File: config.mk
export PLATFORM = sky130hd
export DESIGN_NAME = msx_slot_master
export DESIGN_NICKNAME = d
export VERILOG_FILES = /design/src/rtl/msx_slot_master.sv
export SDC_FILE = /design/constraint.sdc
export NUM_CORES = 1
export LEC_CHECK = 0
export BUFFER_PORTS_ARGS = -buffer_cell sky130_fd_sc_hd__buf_2
export CAP_MARGIN = 20
export CORE_MARGIN = 4
export CORE_UTILIZATION = 48
export DETAILED_ROUTE_END_ITERATION = 8
export HOLD_SLACK_MARGIN = 0.02
export PLACE_DENSITY = 0.76
export SKIP_LAST_GASP = 1
export SLEW_MARGIN = 15
export SYNTH_ARGS = -nofsm -noshare
export SYNTH_HDL_FRONTEND = slang
export SYNTH_SLANG_ARGS = --single-unit
File: constraint.sdc
create_clock -name SLOTCLK -period 1.8 [get_ports SLOTCLK]
set_input_delay 0 -clock SLOTCLK [delete_from_list [all_inputs] [get_ports SLOTCLK]]
set_output_delay 0 -clock SLOTCLK [all_outputs]
set_load 0.1 [all_outputs]
File: src/rtl/msx_slot_master.sv
// msx_slot_master: host-side initiator that turns single-beat requests into
// Z80-timed memory, IO and M1/refresh cycles on an MSX cartridge slot.
module msx_slot_master #(
   parameter int unsigned M1_WAITS     = 1,
   parameter int unsigned IO_WAITS     = 1,
   parameter int unsigned WAIT_TIMEOUT = 255
) (
   input  logic        SLOTCLK,
   input  logic        RESET,
   input  logic        REQ,
   input  logic [1:0]  REQ_KIND,
   input  logic        REQ_M1,
   input  logic [15:0] REQ_ADDR,
   input  logic [7:0]  REQ_WDATA,
   output logic        BUSY,
   output logic        ACK,
   output logic        ERR,
   output logic [7:0]  RDATA,
   output logic [15:0] A,
   output logic [7:0]  D_OUT,
   output logic        D_OE,
   input  logic [7:0]  D_IN,
   output logic        BDIR,
   output logic        MREQ,
   output logic        IORQ,
   output logic        RD,
   output logic        WR,
   output logic        M1,
   output logic        RFSH,
   output logic        EXSLTSL,
   input  logic        WAIT
);

   typedef enum logic [2:0] {S_IDLE, S_T1, S_T2, S_TW, S_T3, S_T4} state_t;

   state_t      state, state_d;
   logic [1:0]  kind_q, kind_d;
   logic        m1_q, m1_d;
   logic [7:0]  frem, frem_d;
   logic [7:0]  wcnt, wcnt_d;
   logic [6:0]  r_q;
   logic [7:0]  forced;
   logic        accept, done, abort;
   logic        mreq_d, iorq_d, rd_d, wr_d, m1n_d, rfsh_d, exsl_d;
   logic        doe_d, bdir_d, busy_d, ack_d, err_d;

   assign accept = (state == S_IDLE) && !BUSY && REQ;
   assign kind_d = accept ? REQ_KIND : kind_q;
   assign m1_d   = accept ? (REQ_M1 && (REQ_KIND == 2'b00)) : m1_q;
   assign forced = m1_q ? 8'(M1_WAITS) : (kind_q[1] ? 8'(IO_WAITS) : '0);

   // State, datapath and registered outputs
   always_ff @(posedge SLOTCLK or posedge RESET) begin
      if (RESET) begin
         state   <= S_IDLE;
         kind_q  <= '0;
         m1_q    <= 1'b0;
         frem    <= '0;
         wcnt    <= '0;
         r_q     <= '0;
         BUSY    <= 1'b0;
         ACK     <= 1'b0;
         ERR     <= 1'b0;
         RDATA   <= '0;
         A       <= '0;
         D_OUT   <= '0;
         D_OE    <= 1'b0;
         BDIR    <= 1'b0;
         MREQ    <= 1'b1;
         IORQ    <= 1'b1;
         RD      <= 1'b1;
         WR      <= 1'b1;
         M1      <= 1'b1;
         RFSH    <= 1'b1;
         EXSLTSL <= 1'b1;
      end else begin
         state   <= state_d;
         kind_q  <= kind_d;
         m1_q    <= m1_d;
         frem    <= frem_d;
         wcnt    <= wcnt_d;
         BUSY    <= busy_d;
         ACK     <= ack_d;
         ERR     <= err_d;
         D_OE    <= doe_d;
         BDIR    <= bdir_d;
         MREQ    <= mreq_d;
         IORQ    <= iorq_d;
         RD      <= rd_d;
         WR      <= wr_d;
         M1      <= m1n_d;
         RFSH    <= rfsh_d;
         EXSLTSL <= exsl_d;
         if (accept) begin
            A     <= REQ_ADDR;
            D_OUT <= REQ_WDATA;
         end
         // Opcode is latched as the fetch leaves T2/TW, before the bus turns to refresh
         if (m1_q && (state_d == S_T3) && (state != S_T3)) begin
            A     <= {8'h00, 1'b0, r_q};
            RDATA <= D_IN;
         end
         if ((state == S_T3) && !m1_q && !kind_q[0])
            RDATA <= D_IN;
         if (state == S_T4)
            r_q <= r_q + 7'd1;
      end
   end

   // Next state: forced waits run down first, then WAIT extends with a timeout
   always_comb begin
      state_d = state;
      frem_d  = frem;
      wcnt_d  = wcnt;
      done    = 1'b0;
      abort   = 1'b0;
      case (state)
         S_IDLE: begin
            if (accept) begin
               state_d = S_T1;
               frem_d  = '0;
               wcnt_d  = '0;
            end
         end
         S_T1: state_d = S_T2;
         S_T2, S_TW: begin
            if ((state == S_T2) && (forced != '0)) begin
               state_d = S_TW;
               frem_d  = forced - 8'd1;
            end else if ((state == S_TW) && (frem != '0)) begin
               frem_d = frem - 8'd1;
            end else if (!WAIT) begin
               if (wcnt >= 8'(WAIT_TIMEOUT)) begin
                  state_d = S_IDLE;
                  abort   = 1'b1;
               end else begin
                  state_d = S_TW;
                  wcnt_d  = wcnt + 8'd1;
               end
            end else begin
               state_d = S_T3;
            end
         end
         S_T3: begin
            if (m1_q) begin
               state_d = S_T4;
            end else begin
               state_d = S_IDLE;
               done    = 1'b1;
            end
         end
         S_T4: begin
            state_d = S_IDLE;
            done    = 1'b1;
         end
         default: state_d = S_IDLE;
      endcase
   end

   // Output values for the cycle being entered
   always_comb begin
      mreq_d = 1'b1;
      iorq_d = 1'b1;
      rd_d   = 1'b1;
      wr_d   = 1'b1;
      m1n_d  = 1'b1;
      rfsh_d = 1'b1;
      exsl_d = 1'b1;
      doe_d  = 1'b0;
      bdir_d = 1'b0;
      ack_d  = done || abort;
      err_d  = abort;
      busy_d = (state_d != S_IDLE) || ack_d;
      case (state_d)
         S_T1, S_T2, S_TW, S_T3: begin
            if ((state_d == S_T3) && m1_d) begin
               mreq_d = 1'b0;
               rfsh_d = 1'b0;
            end else begin
               if (kind_d[1]) begin
                  if (state_d != S_T1) begin
                     iorq_d = 1'b0;
                     rd_d   = kind_d[0];
                     wr_d   = !kind_d[0];
                  end
               end else begin
                  mreq_d = 1'b0;
                  exsl_d = 1'b0;
                  m1n_d  = !m1_d;
                  rd_d   = kind_d[0];
                  wr_d   = !kind_d[0] || (state_d == S_T1);
               end
               doe_d  = kind_d[0];
               bdir_d = !rd_d;
            end
         end
         S_T4: rfsh_d = 1'b0;
         default: ;
      endcase
   end

endmodule

Word-level counts from Yosys, hierarchy flattened
Cells that the tools add are included.
{"block": "totals", "input_bits": 39, "elab_cells": 134, "reg_bits": 73}
{"block": "op_classes", "n_eq_ne": 18, "n_addsub": 4, "n_reduce_logical": 31, "mux": 59, "magnitude_cmp": 1}
{"operator": "$mux W8", "count": 9}
{"operator": "$mux W1", "count": 36}
{"operator": "$mux W16", "count": 2}
{"operator": "$pmux W8 S2", "count": 2}
{"operator": "$reduce_bool A8 Y1", "count": 2}
{"operator": "$mux W3", "count": 5}
{"operator": "$eq A3 B2 Y1 const B", "count": 4}
{"operator": "$eq A3 B3 Y1 const B", "count": 4}
{"operator": "$pmux W3 S4", "count": 1}
{"operator": "$logic_and A1 B1 Y1", "count": 10}
{"operator": "$ne A2 B2 Y1 const B", "count": 5}
{"operator": "$add A8 B1 Y8 const B", "count": 1}
{"operator": "$ge A8 B8 Y1 const B", "count": 1}
{"operator": "$sub A8 B1 Y8 const B", "count": 1}
{"operator": "$add A7 B1 Y7 const B", "count": 1}
{"operator": "$eq A3 B1 Y1 const B", "count": 2}
{"operator": "$logic_not A1 Y1", "count": 6}
{"operator": "$ne A3 B3 Y1 const B", "count": 2}
{"operator": "$reduce_and A6 Y1", "count": 1}
{"operator": "$reduce_bool A2 Y1", "count": 3}
{"operator": "$mux W2", "count": 2}
{"operator": "$pmux W1 S2", "count": 2}
{"operator": "$reduce_or A4 Y1", "count": 1}
{"operator": "$logic_not A3 Y1", "count": 1}
{"operator": "7 further kinds", "count": 9}

Longest topological paths before layout
{"block": "logic_depth", "ltp_word": 14, "depth_mapped": 8, "depth_no_buf": 6}

Worst setup path after synthesis
OpenSTA, ideal clock, no wires.
{"block": "synth_path", "path_type": "register -> register", "from": "register BUSY", "to": "register wcnt[4]", "slack_ns": -0.386, "period_less_slack_ns": 2.186, "arrival_ns": 2.051, "path_stages_with_launch": 5, "path_buffers": 1, "required_ns": 1.665, "setup_time_ns": 0.135, "cell_sequence": "dfrtp_1 -> or4b_1 -> nor2_2 -> clkbuf_1 -> nor3_1"}
{"block": "synth_via", "elab_chain_len": 5}
{"element": "start: declaration", "line_no": "15", "rtl": "output logic BUSY,"}
{"element": "start signal: assignment", "line_no": "82", "rtl": "BUSY <= busy_d;"}
{"element": "$logic_not A1 Y1", "line_no": "47", "rtl": "assign accept = (state == S_IDLE) && !BUSY && REQ;"}
{"element": "$logic_and A1 B1 Y1 (2 in a row)", "line_no": "47"}
{"element": "$ne A2 B2 Y1 (no source line)"}
{"element": "$reduce_and A6 Y1 (no source line)"}
{"element": "end signal: assignment", "line_no": "81", "rtl": "wcnt <= wcnt_d;"}
{"element": "end: declaration", "line_no": "40", "rtl": "logic [7:0] wcnt, wcnt_d;"}
No other way between the ends.
A chain may end at the register's enable or synchronous reset.

Final worst setup path
{"block": "layout_path", "from": "register frem[1]", "to": "register RDATA[1]"}
{"block": "layout_via", "elab_chain_len": 9}
{"element": "start: declaration", "line_no": "39", "rtl": "logic [7:0] frem, frem_d;"}
{"element": "start signal: assignment", "line_no": "80", "rtl": "frem <= frem_d;"}
{"element": "$reduce_bool A8 Y1", "line_no": "130", "rtl": "end else if ((state == S_TW) && (frem != '0)) begin"}
{"element": "$logic_and A1 B1 Y1", "line_no": "130"}
{"element": "$mux W3", "line_no": "130"}
{"element": "$mux W3", "line_no": "127", "rtl": "if ((state == S_T2) && (forced != '0)) begin"}
{"element": "$pmux W3 S4", "line_no": "117", "rtl": "case (state)"}
{"element": "$eq A3 B3 Y1", "line_no": "99", "rtl": "if (m1_q && (state_d == S_T3) && (state != S_T3)) begin"}
{"element": "$logic_and A1 B1 Y1 (2 in a row)", "line_no": "99"}
{"element": "$reduce_bool A2 Y1 (no source line)"}
{"element": "end signal: assignment", "line_no": "64", "rtl": "RDATA <= '0;"}
{"element": "end signal: assignment", "line_no": "101", "rtl": "RDATA <= D_IN;"}
{"element": "end signal: assignment", "line_no": "104", "rtl": "RDATA <= D_IN;"}
{"element": "end: declaration", "line_no": "18", "rtl": "output logic [7:0] RDATA,"}
No other way between the ends.

==> flow_metrics.py <==
metrics = {
    "placed_design": {
        "dp_hpwl_um": 6220,
        "port-buffer-count": 82,
        "gp_congestion": 0.833,
    },
    "route": {
        "avgRoutedWirePerCell_um": 15.9,
        "vias": 3179,
        "drtIter0Drc": 148,
        "drc_errors": 0,
        "drtAntennaViolNets": 0,
        "routed_wl_um": 9660,
        "drt_pre_antenna_iters": 4,
        "vias_per_cell": 5.25,
    },
    "timing": {
        "finClkSkew_ns": 0.00939,
        "rsz0062_at_grt": "true",
        "setup_violations": 44,
        "min_period_over_period": 1.07,
        "slew_viol_final": 0,
        "fin_crit_ns": 1.93,
        "worst_hold_slack_ns": 0.0891,
        "setup_slack_ns": -0.135,
        "fmax_mhz": 517,
        "worst_pin_slew_ns": 0.484,
        "hold_violations": 0,
        "slew_headroom": 0.677,
    },
    "synthesis": {
        "postSynthAreaPerCell_sq_um": 10.5,
        "netlist_area_sq_mm": 0.00342,
        "synthSimpleGateAreaFrac": 0.182,
        "synthMuxAreaShare": 0.0586,
        "synthArstFlopShare": 1.00,
        "synth_top_family_by_area": "simple AND/OR/NAND/NOR gates",
        "synth-edff-count": 0,
        "yosys_warnings": 0,
        "synth_cells": 326,
        "yosys_register_bits": 73,
        "synth_cell_types": 58,
        "syn_nets": 368,
        "synthFlopType": "dfrtp_1",
        "yosys.area_share.xor_xnor": 0.0154,
        "synth-compound-area-share": 0.160,
        "synthAdderAreaFrac": 0.0110,
        "ys_seq_area_frac": 0.537,
    },
    "cells_and_area": {
        "nNetsFinal": 547,
        "syn2layout_area_growth_pct": 51.6,
        "nFillCells": 435,
        "ff_latch_area_sq_mm": 0.00184,
        "final_common_cell": "buf_2",
        "multi_input_area_sq_mm": 0.00160,
        "antenna_cells": 0,
        "final_cell_mix": "buf_2 (82), dfrtp_1 (65), nand2_1 (59)",
        "layout-drive-gt1-share": 0.400,
    },
    "die": {
        "rows": 30,
        "start_util": 0.498,
        "die_w_um": 92.4,
        "core_area_sq_mm": 0.00687,
        "die-area_sq_mm": 0.00854,
        "die_y_um": 92.4,
        "io_pins": 83,
    },
    "worst_setup_path": {
        "crit_fanout": 8,
        "required_ns": 2.03,
        "worstPathArrival_ns": 2.16,
        "worst_setup_path_end_kind": "register",
        "startpoint_type": "register",
        "worstSetupPathType": "register to register",
    },
    "clock_tree": {
        "path_clk_slew_ns": 0.08,
        "cts.sinks": 73,
        "cts_made_buffers": 9,
        "cts_buffer_depth": 2,
        "root_buffer": "clkbuf_8",
        "htreeDepth": 3,
        "cts_tree": "built",
        "clock_latency_ns": 0.34,
    },
    "global_routing": {
        "grt-ovfl-total": 0,
        "grt_antenna_before_repair": 0,
        "grt_usage": 0.228,
        "grt_max_degree": 27,
        "grt_pass1_vias": 3341,
        "grt_pass1_wl_um": 15800,
    },
    "run": {
        "cap_violations": 0,
    },
    "run_status": {
        "failed_checks": "setup timing",
        "outcome": "finished, violations left",
    },
    "hold_path": {
        "min_path_type": "input port to register",
    },
}
==> cell type report <==
cell class              instances  share of cell area
clock buffers                  13              0.0307
clock inverters                 3              0.0126
inverters                      16              0.0123
multi-input cells             224               0.309
flip-flops and latches         73               0.355
well taps                      96              0.0232
repair buffers                181               0.257
==> final timing paths <==
check	cells after the start	endpoint	slack (ns)	from
min in group asynchronous	3	BUSY	0.24	RESET
worst min register to register	2	D_OUT[4]	0.48	D_OUT[4]
worst max-delay path	8	RDATA[1]	-0.13	frem[1]
worst min-delay path	4	BDIR	0.09	REQ_KIND[1]
max in group asynchronous	4	IORQ	0.87	RESET
worst max register to register	8	RDATA[1]	-0.13	frem[1]
==> state kept, by name, summed over array words and instances, names as in the netlist, 2 cells and up <==
signal  count
wcnt        8
state       3
D_OUT       8
kind_q      2
RDATA       8
r_q         7
A          16
frem        8
==> per-stage QoR <==
stage / util / cells / instance area (sq um) / setup WS, ns / setup TNS, ns
2_1_floorplan: - / 326 / 3500 / -0.0818 / -1.04
3_3_place_gp: 0.631 / 542 / 4340 / -0.110 / -2.00
3_5_place_dp: 0.631 / 542 / 4340 / -0.187 / -4.75
4_1_cts: 0.733 / 597 / 5030 / -0.122 / -1.98
5_1_grt: 0.754 / 606 / 5180 / -0.215 / -6.06
6_report: 0.754 / 606 / 5180 / -0.135 / -2.83
==> cells in the mapped netlist (2+ instances only) <==
library cell	count	area, sq um
mux2_1	2	22.5
mux2_2	6	67.6
dfstp_2	7	184
or4_4	2	22.5
and4_1	3	26.3
clkbuf_1	4	15.0
nand3_1	10	50.1
o211ai_1	8	60.1
dfrtp_1	66	1650
a21oi_1	13	65.1
nand4_1	3	18.8
nand2b_1	6	37.5
o31ai_1	4	30.0
a211o_1	3	26.3
nor2b_1	2	12.5
nor2_1	6	22.5
o21bai_1	6	45.0
inv_1	16	60.1
and3b_1	2	17.5
and2_1	3	18.8
o21ai_0	18	90.1
a2111oi_2	2	30.0
buf_2	9	45.0
a22oi_1	8	60.1
a211oi_1	2	15.0
ha_1	3	37.5
nor4_1	3	18.8
xnor2_1	5	43.8
nor3_1	6	30.0
nand2_1	60	225
mux2i_1	11	110
==> worst max-delay path: stages, from the launching register on <==
cell,delay [ns]
dfrtp_1,0.40
inv_2,0.10
ha_4,0.15
and4bb_4,0.30
buf_6,0.12
and4_4,0.24
a21oi_4,0.05
buf_12,0.15
mux2_1,0.30
==> cells by family (layout without fill, tap and decap cells) <==
group / count (synthesis) / in the layout
xor+xnor: 6 / 6
flops: 73 / 73
simple gates: 118 / 118
fa+ha+maj: 3 / 3
compound gates: 77 / 78
mux: 19 / 19
buf+inv: 30 / 213
==> timing repair <==
item | in CTS | in global routing
hold buffers | 35 | 0
pin swaps | 0 | 2
setup buffers | 3 | 10
resized for setup | 14 | 20
endpoints found under the setup margin | 56 | 60
endpoints found under the hold margin | 55 | 0
gates cloned | 1 | 1
==> routing by layer <==
layer  global-route usage  vias up  part of all wire
li1                     -     1518                 -
met1                0.280     1569              0.42
met2                0.411       83              0.53
met3               0.0390        9             0.047
met4               0.0668        0            0.0083
met5                    0        -                 0
Power is left out: the tool's default activity adds up to more than one toggle a clock period on the data nets, which glitch-free logic cannot reach.
